### src/rtl/ddr_port_arbiter.sv
// rtl/ddr_port_arbiter.sv - two-client burst scheduler for the DDR3 MCB user port (option: DDR_ARB_FIXED_PRIO_EN)
module ddr_port_arbiter #(
  parameter int DW = 128
) (
  input  logic          clk,
  input  logic          rst_n,
  input  logic          c0_req,
  input  logic          c0_we,
  input  logic [29:0]   c0_addr,
  input  logic [6:0]    c0_len,
  output logic          c0_gnt,
  input  logic [DW-1:0] c0_wdata,
  output logic          c0_wack,
  output logic [DW-1:0] c0_rdata,
  output logic          c0_rvalid,
  output logic          c0_done,
  output logic          c0_err,
  input  logic          c1_req,
  input  logic          c1_we,
  input  logic [29:0]   c1_addr,
  input  logic [6:0]    c1_len,
  output logic          c1_gnt,
  input  logic [DW-1:0] c1_wdata,
  output logic          c1_wack,
  output logic [DW-1:0] c1_rdata,
  output logic          c1_rvalid,
  output logic          c1_done,
  output logic          c1_err,
  output logic [6:0]    u_wr_len,
  output logic [6:0]    u_rd_len,
  output logic [29:0]   u_wr_addr,
  output logic [29:0]   u_rd_addr,
  output logic [DW-1:0] u_wr_data,
  output logic          u_wr_en,
  output logic          u_rd_en,
  output logic          u_wr_cmd_en,
  output logic          u_rd_cmd_en,
  input  logic [DW-1:0] u_rd_data,
  input  logic          u_wr_rdy,
  input  logic          u_rd_rdy,
  input  logic          u_wr_cmd_done,
  input  logic          u_rd_cmd_done
);

  // Byte address is aligned down to one DW-bit word.
  localparam logic [29:0] ADDR_MASK = ~(30'(DW / 8) - 30'd1);

  typedef enum logic [2:0] {
    IDLE, WR_DATA, WR_CMD, WR_WAIT, RD_CMD, RD_DATA, DONE
  } state_t;

  state_t      state;
  logic        idx;      // granted client
  logic        reject;   // current request had an illegal length
  logic [29:0] addr_q;
  logic [6:0]  len_q;
  logic [6:0]  beat;
  logic [6:0]  beat_nxt;
  logic        win;
  logic        sel_we;
  logic [29:0] sel_addr;
  logic [6:0]  sel_len;
  logic        sel_bad;
  logic        unused_rd_cmd_done;

`ifdef DDR_ARB_FIXED_PRIO_EN
  assign win = ~c0_req;
`else
  logic last;
  assign win = (c0_req & c1_req) ? ~last : ~c0_req;
`endif

  assign sel_we   = win ? c1_we   : c0_we;
  assign sel_addr = win ? c1_addr : c0_addr;
  assign sel_len  = win ? c1_len  : c0_len;
  assign sel_bad  = (sel_len == 7'd0) || (sel_len > 7'd64);
  assign beat_nxt = beat + 7'd1;

  // Read completion is tracked by counting drained beats, not by the wrapper's done.
  assign unused_rd_cmd_done = u_rd_cmd_done;

  // Transaction sequencer: arbitration, request latch and beat counting.
  always_ff @(posedge clk) begin
    if (!rst_n) begin
      state  <= IDLE;
      idx    <= 1'b0;
      reject <= 1'b0;
      addr_q <= '0;
      len_q  <= '0;
      beat   <= '0;
`ifndef DDR_ARB_FIXED_PRIO_EN
      last   <= 1'b1;
`endif
    end else begin
      case (state)
        IDLE: begin
          if (c0_req | c1_req) begin
            idx    <= win;
`ifndef DDR_ARB_FIXED_PRIO_EN
            last   <= win;
`endif
            addr_q <= sel_addr & ADDR_MASK;
            len_q  <= sel_len;
            beat   <= '0;
            reject <= sel_bad;
            if (sel_bad)     state <= DONE;
            else if (sel_we) state <= WR_DATA;
            else             state <= RD_CMD;
          end
        end
        WR_DATA: begin
          if (u_wr_rdy) begin
            beat <= beat_nxt;
            if (beat_nxt == len_q) state <= WR_CMD;
          end
        end
        WR_CMD:  state <= WR_WAIT;
        WR_WAIT: if (u_wr_cmd_done) state <= DONE;
        RD_CMD:  state <= RD_DATA;
        RD_DATA: begin
          if (u_rd_rdy) begin
            beat <= beat_nxt;
            if (beat_nxt == len_q) state <= DONE;
          end
        end
        DONE: begin
          reject <= 1'b0;
          state  <= IDLE;
        end
        default: state <= IDLE;
      endcase
    end
  end

  assign c0_gnt    = (state != IDLE) && !idx;
  assign c1_gnt    = (state != IDLE) &&  idx;
  assign c0_wack   = (state == WR_DATA) && u_wr_rdy && !idx;
  assign c1_wack   = (state == WR_DATA) && u_wr_rdy &&  idx;
  assign c0_rvalid = (state == RD_DATA) && u_rd_rdy && !idx;
  assign c1_rvalid = (state == RD_DATA) && u_rd_rdy &&  idx;
  assign c0_done   = (state == DONE) && !idx;
  assign c1_done   = (state == DONE) &&  idx;
  assign c0_err    = c0_done && reject;
  assign c1_err    = c1_done && reject;
  assign c0_rdata  = u_rd_data;
  assign c1_rdata  = u_rd_data;

  assign u_wr_data   = idx ? c1_wdata : c0_wdata;
  assign u_wr_addr   = addr_q;
  assign u_rd_addr   = addr_q;
  assign u_wr_len    = len_q;
  assign u_rd_len    = len_q;
  assign u_wr_en     = (state == WR_DATA);
  assign u_rd_en     = (state == RD_DATA);
  assign u_wr_cmd_en = (state == WR_CMD);
  assign u_rd_cmd_en = (state == RD_CMD);

endmodule

### config.mk
export PLATFORM = sky130hd
export DESIGN_NAME = ddr_port_arbiter
export DESIGN_NICKNAME = d
export VERILOG_FILES = /design/src/rtl/ddr_port_arbiter.sv
export SDC_FILE = /design/constraint.sdc
export NUM_CORES = 1
export LEC_CHECK = 0
export ABC_AREA = 1
export BUFFER_PORTS_ARGS = -buffer_cell sky130_fd_sc_hd__buf_4
export CAP_MARGIN = 20
export CORE_AREA = 2 2 362 364
export CTS_CLUSTER_DIAMETER = 150
export DETAILED_ROUTE_END_ITERATION = 8
export DIE_AREA = 0 0 364 366
export PLACE_DENSITY = 0.33
export SYNTH_ARGS = -nofsm -noshare
export SYNTH_HDL_FRONTEND = slang
export SYNTH_SLANG_ARGS = --single-unit
### constraint.sdc
create_clock -name clk -period 1.41 [get_ports clk]
set_input_delay 0.141 -clock clk [delete_from_list [all_inputs] [get_ports clk]]
set_output_delay 0.141 -clock clk [all_outputs]
set_load 0.02 [all_outputs]
Word-level counts from Yosys, hierarchy flattened
Index checks and enable logic that the tools add are counted.
- register bits after elaboration: 46
- input port bits: 468
- output and inout bits: 472
- $add $sub $neg: 1
- magnitude comparators: 1
- equal/unequal tests: 13
- mux-type cells: 20
- bitwise gates (word level): 4
- reduce and logical (&&, ||, !) cells: 23
- operators with widths (cell ; count):
    $mux W128 ; 1
    $mux W30 ; 1
    $mux W7 ; 4
    $mux W3 ; 8
    $pmux W7 S3 ; 1
    $pmux W3 S6 ; 1
    $logic_and A1 B1 Y1 ; 12
    $eq A3 B3 Y1 const B ; 3
    $ne A2 B1 Y1 const B ; 4
    $add A7 B1 Y7 const B ; 1
    $eq A7 B7 Y1 ; 1
    $gt A7 B7 Y1 const B ; 1
    $logic_not A7 Y1 ; 1
    $eq A3 B2 Y1 const B ; 2
    $reduce_and A6 Y1 ; 1
    $reduce_bool A3 Y1 ; 2
    $ne A2 B2 Y1 const B ; 2
    $reduce_and A2 Y1 ; 2
    $reduce_and A4 Y1 ; 1
    $eq A3 B1 Y1 const B ; 1
    $logic_not A3 Y1 ; 1
    $mux W1 ; 3
    $not A1 Y1 ; 2
    $pmux W1 S2 ; 1
    other kinds (5) ; 5

Logic depth before layout (Yosys ltp)
Gate-level depths: netlist of the first run.
- word-level depth: 8
- depth in mapped cells: 15
- mapped depth without buffers: 14

Least setup slack after synthesis of the first run
Ideal clock, no wire load.
- path type: reg-to-reg
- start: register beat[1]
- end: register state[2]
- arrival: 1.440 ns
- required time: 1.300 ns
- setup slack: -0.139 ns
- cell stages (with the launch flop): 15
- buffers on the path: 0
- cell sequence: dfxtp_1 ha_1 or2_1 nand2_1 nand2_1 nand2_1 nand3_1 nor2_1 nand2_1 nand2_1 nand2_2 nand2_1 nand2_1 inv_1 nor2_1
- cells in the longest elaborated chain, start to end: 4
- ends and longest elaborated chain (element ; line ; RTL):
    start, declared ; 57 ; logic [6:0] beat;
    start signal, assigned ; 113 ; beat <= beat_nxt;
    start signal, assigned ; 122 ; beat <= beat_nxt;
    $add A7 B1 Y7 * ; 77 ; assign beat_nxt = beat + 7'd1;
    $eq A7 B7 Y1 * ; 114, 123 ;
    $ne A2 B1 Y1 (no line) ; - ;
    $reduce_and A6 Y1 (no line) * ; - ;
    end signal, assigned ; 114 ; if (beat_nxt == len_q) state <= WR_CMD;
    end signal, assigned ; 117 ; WR_CMD: state <= WR_WAIT;
    end signal, assigned ; 123 ; if (beat_nxt == len_q) state <= DONE;
    end, declared ; 52 ; state_t state;
Every way passes the cells marked *; elsewhere a longest branch is shown, timed or not.
A chain may end at the register's enable or synchronous reset.

Worst setup path after layout of the first run
- start: register idx
- end: output u_wr_data[111]
- cells in the longest elaborated chain, start to end: 1
- ends and longest elaborated chain (element ; line ; RTL):
    start, declared ; 53 ; logic idx;
    start signal, assigned ; 98 ; idx <= win;
    $mux W128 ; 148 ; assign u_wr_data = idx ? c1_wdata : c0_wdata;
    end, declared ; 33 ; output logic [DW-1:0] u_wr_data,
Every way passes these cells.

==> impl_metrics.yaml, run 1 <==
timing:
  achievable-frequency_mhz: 578
  timing.final.crit_share_pct: 123
  report.final.hold_viol_count: 0
  grt_setup_unrepaired: "yes"
  timing.max_slew.rel_slack_pct: 62.0
  final_critical_path_setup_slack_ns: -0.321
  fin_tns_setup_ns: -39.15
  timing.clock.skew_ns: 0.0134
  final-max-slew-violation-count: 0
  setup_viol: 187
  final_min_period_ns: 1.73
  actual_transition_at_the_worst_max_transition_pin_ns: 0.570
power:
  peakVddDrop_v: 0.000562
  total_leakage_power_nw: 6.43
  power.density_cell_area_nw_per_um2: 1640
final_layout:
  layout-area-overhead-vs-synth_pct: 113
  layout.cells.most_common: "buf_4"
  fin_cells: 3233
  post_route_cells_drive_above_1_share_pct: 62.9
  most_frequent_cells_in_the_layout: "buf_4 (491), nand2_1 (318), buf_6 (130), nand2_2 (116), nand2_4 (63)"
  final_nets: 1957
  stdcell_area_sq_um: 13800
placement:
  placement.io_buffers: 538
  detailedPlacementHpwl_mm: 54.2
  dp_cells: 3182
  place_area_sq_um: 11200
  gp_congestion: 0.803
setup_path:
  cpLargestDelayFamily: "buffers and inverters"
  crit_path_end_kind: "output pin"
  worstPathBufferInverterCount: 4
  cp_data_arrival_time_ns: 1.59
  timing.critical_path.slowest_cell_delay_ns: 0.47
  worstSetupStartpointType: "flop"
  critPathKind: "flop to output pin"
  worstPathRequired_ns: 1.27
  cp_cell_sequence: "buf_12, clkbuf_16, buf_12, nand2_1, nand2_1, buf_4"
  worst_path_max_delay_cell: "dfxtp_4"
  cp_max_fo: 7
global_route:
  maximum_number_of_pins_on_one_net_before_global_route_repair: 39
  initial_antenna_violation_count: 18
  grt.met2_usage_pct: 13.1
  grt.met1_usage_pct: 10.6
  grt-ovfl-total: 0
  grt_most_used_layer: "met2"
  grt_pass1_vias: 8043
  grt_first_pass_wirelength_mm: 76.8
  grt.total_usage_pct: 8.74
  groute.layer.met3.usage_pct: 4.91
yosys:
  synth_ff_type: "dfxtp_1"
  synth_instances: 1140
  synth-edff-count: 0
  proportion_of_register_bits_with_asynchronous_set_or_reset_after_synthesis_pct: 0
  post_synth.cell_area_avg_sq_um: 5.67
  synth_seq_cells: 46
  yosys_warnings: 0
  synthesis.area_sq_um: 6460
  yosysSeqAreaShare_pct: 14.2
  netlist-cell-type-count: 34
run_status:
  failed_checks: "setup timing"
  outcome: "finished with violations"
clock_network:
  clockBufferDepth: 2
  clk_transition_reported_paths_ns: 0.10
  cts-root-buf: "clkbuf_16"
  clk-insertion-delay-late_ns: 0.33
  htree_levels: 2
  numClockSinks: 46
  cts-buffers-inserted: 5
  tritoncts_clock_tree: "built"
  post_cts_hold_buffer_count: 0
detailed_routing:
  drt_pass1_iterations: 5
  totalWireLength_mm: 62.7
  vias_per_cell: 2.56
  drc: 0
  vias: 8284
  drtAntennaViolNets: 0
  wl_per_cell_um: 19.4
  detailedRoute.firstIterationViolations: 339
floorplanning:
  core.rowCount: 132
  placeableCoreArea_sq_um: 129000
  die_y_um: 366
  num_io_pins: 940
  initial_utilization_pct: 5.01
  floorplan.die_area_sq_um: 133000
  fp.dieW_um: 364
flow_run:
  max_cap_viols: 0
hold_path:
  hold_wc_path_type: "input port to flop"
## metal layers
metal,vias up,part of all wire [%]
met2,591,43
met3,92,13
met5,-,0.34
met1,3692,41
met4,18,2.7
li1,3891,-
## worst paths after layout
kind                    end    startpoint  slack, ns  cells after the start
max          u_wr_data[111]           idx      -0.32                      6
min           u_rd_addr[22]   c0_addr[22]       0.09                      3
max reg2reg    u_rd_addr[4]      state[0]      -0.23                     11
min reg2reg    u_rd_addr[4]  u_rd_addr[4]       0.48                      2
## power breakdown
| part | switching [W] | internal [W] | total [W] | leakage, nW |
|---|---|---|---|---|
| sequential | 0.000502 | 0.00178 | 0.00228 | 0.383 |
| clock | 0.000717 | 0.000845 | 0.00156 | 0.0771 |
| combinational | 0.0103 | 0.00841 | 0.0187 | 5.97 |
| total | 0.0115 | 0.0110 | 0.0226 | 6.43 |
## cell usage after synthesis (all sizes together), types with 3 or more instances
master	number	share of area, %
o21ai	37	2.9
dfxtp	46	14
nand2	499	29
nor3	4	0.31
nor2	80	4.9
nand4	3	0.29
nand3b	8	0.93
clkbuf	33	1.9
inv	36	2.1
nand3	27	2.1
a21oi	42	3.5
buf	314	36
## worst register-to-register path, delay by kind of cell (launching register included)
family / cells / cell delay, ns
AOI/OAI and AO/OA: 3 / 0.35
buffers and inverters: 5 / 0.65
DFF: 1 / 0.33
and+or+nand+nor: 3 / 0.22
## kinds of logic (layout without fill, tap and decap cells)
| group | Yosys count | in the layout | synth area share [%] |
|---|---|---|---|
| AND/OR/NAND/NOR | 622 | 622 | 37.8 |
| multiplexers | 1 | 1 | 0.155 |
| buffers and inverters | 384 | 726 | 40.5 |
| other | 1 | 10 | 0.0580 |
| adder cells (fa/ha/maj) | 1 | 1 | 0.194 |
| AO/OA/AOI/OAI | 83 | 83 | 6.81 |
| flip-flops | 46 | 46 | 14.2 |
| XOR/XNOR | 2 | 2 | 0.271 |
## layout make-up
type / instances / area (sq um)
Fill cell: 15166 / 115000
Tap cell: 1742 / 2180
Clock buffer: 6 / 129
Inverter: 37 / 183
Clock inverter: 2 / 37.5
Multi-Input combinational cell: 717 / 3960
Antenna cell: 2 / 5.00
Sequential cell: 46 / 936
Timing Repair Buffer: 681 / 6340
## timing repair
item                                    4_1_cts  5_1_grt
buffers inserted                             18       17
pin swaps                                    48       51
gates resized for setup                     362      195
endpoints found under the setup margin      174      188
gates cloned                                  7        6
## sequential cells by signal, indices dropped and copies added (netlist names)
signal,flops
reject,1
u_rd_len,7
state,3
last,1
idx,1
beat,7
u_rd_addr,26
## per-stage QoR
step / setup slack, ns / total power [W] / hold WS, ns / utilization, %
after global routing: -0.370 / 0.0240 / 0.111 / 10.7
after floorplan: -0.0606 / 0.00963 / 0.309 / -
final: -0.321 / 0.0226 / 0.0913 / 10.7
after CTS: -0.329 / 0.0213 / 0.0870 / 9.93
after detailed placement: -0.234 / 0.0165 / 0.282 / 8.66
after global placement: -0.292 / 0.0165 / 0.282 / 8.66
No activity file was read; power rests on OpenSTA's default activity.
==> run 2: changes to the inputs <==
Clock period 1.41 ns to 1.5 ns, I/O delays scaled along.
==> impl_metrics.yaml, run 2 (synthesized netlist as in run 1, its figures left out) <==
global_route:
  grt.total_usage_pct: 9.18
  maximum_number_of_pins_on_one_net_before_global_route_repair: 35
  grt_first_pass_wirelength_mm: 79.2
  initial_antenna_violation_count: 20
  grt_pass1_vias: 7837
  grt-ovfl-total: 0
timing:
  grt_setup_unrepaired: "yes"
  timing.final.crit_share_pct: 116
  final_critical_path_setup_slack_ns: -0.237
  setup_viol: 162
  actual_transition_at_the_worst_max_transition_pin_ns: 0.619
  fin_tns_setup_ns: -22.45
  timing.clock.skew_ns: 0.0114
  timing.max_slew.rel_slack_pct: 58.8
  achievable-frequency_mhz: 576
  whs_ns: 0.104
  final_min_period_ns: 1.74
  report.final.hold_viol_count: 0
  final-max-slew-violation-count: 0
clock_network:
  clockBufferDepth: 2
  clk_transition_reported_paths_ns: 0.08
  htree_levels: 2
  tritoncts_clock_tree: "built"
  cts-buffers-inserted: 5
  numClockSinks: 46
  clk-insertion-delay-late_ns: 0.33
  cts-root-buf: "clkbuf_16"
setup_path:
  worst_path_most_repeated_cell: "buf_12"
  cp_cell_sequence: "buf_12, buf_16, buf_12, nand2_1, nand2_2, buf_6"
  worstPathBufferInverterCount: 4
  timing.rr.start: "state[1]"
  critical_path_end: "u_wr_data[125]"
  worstSetupStartpointType: "flop"
  worstRegToRegCells: 12
  critPathKind: "flop to output pin"
  worst_path_max_delay_cell: "dfxtp_4"
  cp_max_fo: 9
  r2r_end: "state[2]"
  critical_path_depth: 6
  cp_data_arrival_time_ns: 1.59
  r2r_slack_ns: -0.11
  cpLargestDelayFamily: "buffers and inverters"
  worstPathRequired_ns: 1.35
  timing.critical_path.from: "idx"
  timing.critical_path.slowest_cell_delay_ns: 0.37
  crit_path_end_kind: "output pin"
hold_path:
  hold_wc_path_type: "input port to flop"
  hold_path.startpoint: "c0_addr[21]"
detailed_routing:
  vias: 8172
  vias_per_cell: 2.54
  detailedRoute.firstIterationViolations: 362
  drc: 0
  wl_per_cell_um: 20.4
  totalWireLength_mm: 65.5
  drt_pass1_iterations: 4
  drtAntennaViolNets: 0
placement:
  detailedPlacementHpwl_mm: 57.1
  gp_congestion: 0.886
  dp_cells: 3157
  placement.io_buffers: 538
  place_ws_ns: -0.127
power:
  totalPowerFinal_w: 0.0210
  total_leakage_power_nw: 6.26
  power.density_cell_area_nw_per_um2: 1540
  peakVddDrop_v: 0.000639
run_status:
  failed_checks: "setup timing"
  outcome: "finished with violations"
final_layout:
  final.fill_count: 15128
  layout-area-overhead-vs-synth_pct: 112
  layout.cells.most_common: "buf_4"
  max_ffs_per_register: 26
  post_route_cells_drive_above_1_share_pct: 65.6
  final_nets: 1932
  fin_cells: 3212
  most_frequent_cells_in_the_layout: "buf_4 (472), nand2_1 (296), nand2_2 (137), buf_6 (132), nand2_4 (65)"
floorplanning:
  core.rowCount: 132
  initial_utilization_pct: 5.01
  placeableCoreArea_sq_um: 129000
  die_y_um: 366
  num_io_pins: 940
  fp.dieW_um: 364
  floorplan.die_area_sq_um: 133000
flow_run:
  max_cap_viols: 0
run 2: repair_timing:
item | in CTS | in global routing
buffers inserted | 9 | 20
hold buffers | 0 | 0
pin swaps | 18 | 64
cloned | 9 | 7
gates resized for setup | 323 | 286
endpoints found under the setup margin | 176 | 179
run 2: worst min path at each step:
stage                    endpoint  depth (start not counted)
floorplan             u_rd_len[6]                          2
finish              u_rd_addr[21]                          3
global route                  idx                          3
detailed placement   c0_rdata[60]                          0
CTS                 u_rd_addr[27]                          3
global placement     c0_rdata[60]                          0
run 2: area by class of cell:
| class | instances | area [sq um] | area share [%] |
|---|---|---|---|
| clock inverters | 3 | 43.8 | 0.320 |
| multi-input cells | 717 | 4090 | 29.9 |
| well taps | 1742 | 2180 | 15.9 |
| clock buffers | 5 | 125 | 0.915 |
| flip-flops and latches | 46 | 938 | 6.86 |
| repair buffers | 656 | 6080 | 44.5 |
| diodes | 6 | 15.0 | 0.110 |
| inverters | 37 | 205 | 1.50 |
run 2: where the power goes:
part / internal (W) / total, W / switching (W)
logic: 0.00770 / 0.0174 / 0.00972
registers: 0.00166 / 0.00219 / 0.000528
clock network: 0.000794 / 0.00143 / 0.000639
run 2: through the flow:
step | utilization [%] | area (sq um)
after floorplan | - | 6500
after global placement | 8.48 | 10900
after global routing | 10.6 | 13700
after CTS | 9.71 | 12500
after detailed placement | 8.48 | 10900
final | 10.6 | 13700
run 2: layer usage:
layer,global-route usage [%],wire [um],up-vias
met5,0,82,-
met1,11.3,27000,3664
met4,2.55,1970,14
met3,5.13,8770,78
met2,13.6,27600,575
li1,-,-,3841
run 2: worst reg2reg max path: stages, from the launching register on:
cell	delay (ns)
dfxtp_2	0.36
buf_6	0.13
nor2_4	0.05
buf_6	0.11
nand2_4	0.07
o22a_1	0.23
nand2_1	0.07
nor2_1	0.19
nand2_2	0.11
nand2_1	0.06
nand2_1	0.05
inv_1	0.05
nor2_1	0.04
==> run 3: changes to the inputs <==
Settings changed: CORE_AREA 2 2 362 364 to 2 2 365 367, DIE_AREA 0 0 364 366 to 0 0 367 369, PLACE_DENSITY 0.33 to 0.32, SKIP_LAST_GASP set to 1, SLEW_MARGIN set to 0.
Clock period 1.5 ns to 1.9 ns, I/O delays scaled along.
==> impl_metrics.yaml, run 3 (synthesized netlist as in run 1, its figures left out) <==
detailed_routing:
  wl_per_cell_um: 20.0
  drtAntennaViolNets: 0
  drt_pass1_iterations: 4
  vias_per_cell: 2.40
  totalWireLength_mm: 63.1
  detailedRoute.firstIterationViolations: 291
  drc: 0
  vias: 7561
clock_network:
  post_cts_hold_buffer_count: 0
  clk_transition_reported_paths_ns: 0.08
  numClockSinks: 46
  cts-root-buf: "clkbuf_16"
  clk-insertion-delay-late_ns: 0.32
  clockBufferDepth: 2
  tritoncts_clock_tree: "built"
  cts-buffers-inserted: 5
  htree_levels: 2
hold_path:
  min_delay_worst_endpoint: "u_rd_addr[26]"
  timing.hold.worst_path_depth: 3
  hold_wc_path_type: "input port to flop"
  hold_path.startpoint: "c0_addr[26]"
setup_path:
  r2r_slack_ns: 0.23
  crit_path_end_kind: "output pin"
  worstPathRequired_ns: 1.71
  critPathKind: "flop to output pin"
  worstRegToRegCells: 8
  timing.rr.start: "state[2]"
  cp_max_fo: 9
  worstSetupStartpointType: "flop"
  r2r_end: "u_rd_addr[9]"
  cp_data_arrival_time_ns: 1.71
timing:
  achievable-frequency_mhz: 525
  final_critical_path_setup_slack_ns: -0.00314
  timing.final.crit_share_pct: 100
  final-max-slew-violation-count: 0
  fin_tns_setup_ns: -0.00314
  grt_setup_unrepaired: "yes"
  whs_ns: 0.136
  final_min_period_ns: 1.90
  setup_viol: 1
  report.final.hold_viol_count: 0
  timing.clock.skew_ns: 0.0112
power:
  power.density_cell_area_nw_per_um2: 1160
  peakVddDrop_v: 0.000389
  total_leakage_power_nw: 5.30
  totalPowerFinal_w: 0.0129
run_status:
  outcome: "finished with violations"
  failed_checks: "setup timing"
global_route:
  grt_first_pass_wirelength_mm: 77.2
  grt_pass1_vias: 7494
  grt.total_usage_pct: 8.77
  maximum_number_of_pins_on_one_net_before_global_route_repair: 31
  initial_antenna_violation_count: 13
  grt-ovfl-total: 0
placement:
  placement.io_buffers: 538
  detailedPlacementHpwl_mm: 57.0
  place_area_sq_um: 10600
  place_ws_ns: -0.130
  gp_congestion: 0.777
final_layout:
  layout-area-overhead-vs-synth_pct: 71.7
  final_nets: 1861
  layout.cells.most_common: "buf_4"
  stdcell_area_sq_um: 11100
  most_frequent_cells_in_the_layout: "buf_4 (560), nand2_1 (489), nor2_1 (75), dfxtp_1 (42), a21oi_1 (40)"
  post_route_cells_drive_above_1_share_pct: 44.7
  max_ffs_per_register: 26
flow_run:
  max_cap_viols: 0
floorplanning:
  num_io_pins: 940
  die_y_um: 369
  floorplan.die_area_sq_um: 135000
  placeableCoreArea_sq_um: 131000
  fp.dieW_um: 367
  initial_utilization_pct: 4.93
  core.rowCount: 133
[run 3: cell types whose count changed in the layout (fill, tap and decap cells not counted), sizes merged]
cell,previous run,this run
bufbuf,0,2
buf,650,582
clkinvlp,0,1
clkinv,5,2
inv,34,36
clkbuf,11,7
diode,6,2
bufinv,1,0
[run 3: what timing repair did]
action / CTS / global route
setup buffers: 1 / 3
pin swaps: 0 / 0
setup endpoints to repair: 58 / 41
hold endpoints to repair: 0 / 0
gates cloned: 3 / 1
gates resized for setup: 10 / 29
[run 3: worst max path at each step]
stage,to,start,cells after the start,slack (ns)
final,u_wr_data[80],idx,6,-0.003
after floorplan,state[2],beat[1],14,0.35
after global placement,state[2],last,10,-0.15
after detailed placement,state[2],last,10,-0.13
after CTS,u_wr_data[63],idx,5,-0.01
after global routing,c1_err,state[1],6,-0.07
[run 3: through the flow]
step | std cells | utilization [%]
CTS | 3144 | 8.34
detailed placement | 3132 | 8.11
floorplan | 1147 | -
global route | 3148 | 8.46
finish | 3150 | 8.47
global placement | 3132 | 8.11
[run 3: final cells by class]
class	count	area [sq um]
Antenna cell	2	5.00
Clock buffer	6	139
Clock inverter	2	16.3
Fill cell	15735	120000
Inverter	37	165
Multi-Input combinational cell	717	3010
Sequential cell	46	928
Tap cell	1755	2200
Timing Repair Buffer	585	4640
[run 3: worst max-delay path, cell delays in order (launching register included)]
cell	delay, ns
dfxtp_4	0.46
buf_4	0.19
clkbuf_16	0.16
buf_4	0.16
nand2_1	0.11
nand2_1	0.13
buf_4	0.16
[run 3: power breakdown]
group	internal (W)	total, W	switching, W
sequential	0.00131	0.00169	0.000381
clock	0.000534	0.00108	0.000542
combinational	0.00376	0.0102	0.00640
total	0.00560	0.0129	0.00732
[run 3: per-layer routing]
layer / part of all wire (%) / wire (um) / vias up / track usage [%]
met5: 0.22 / 136 / - / 0.427
met4: 1.2 / 745 / 10 / 1.31
met3: 15 / 9160 / 51 / 5.52
met2: 45 / 28500 / 564 / 13.8
met1: 39 / 24500 / 3258 / 10.2
li1: - / - / 3678 / -
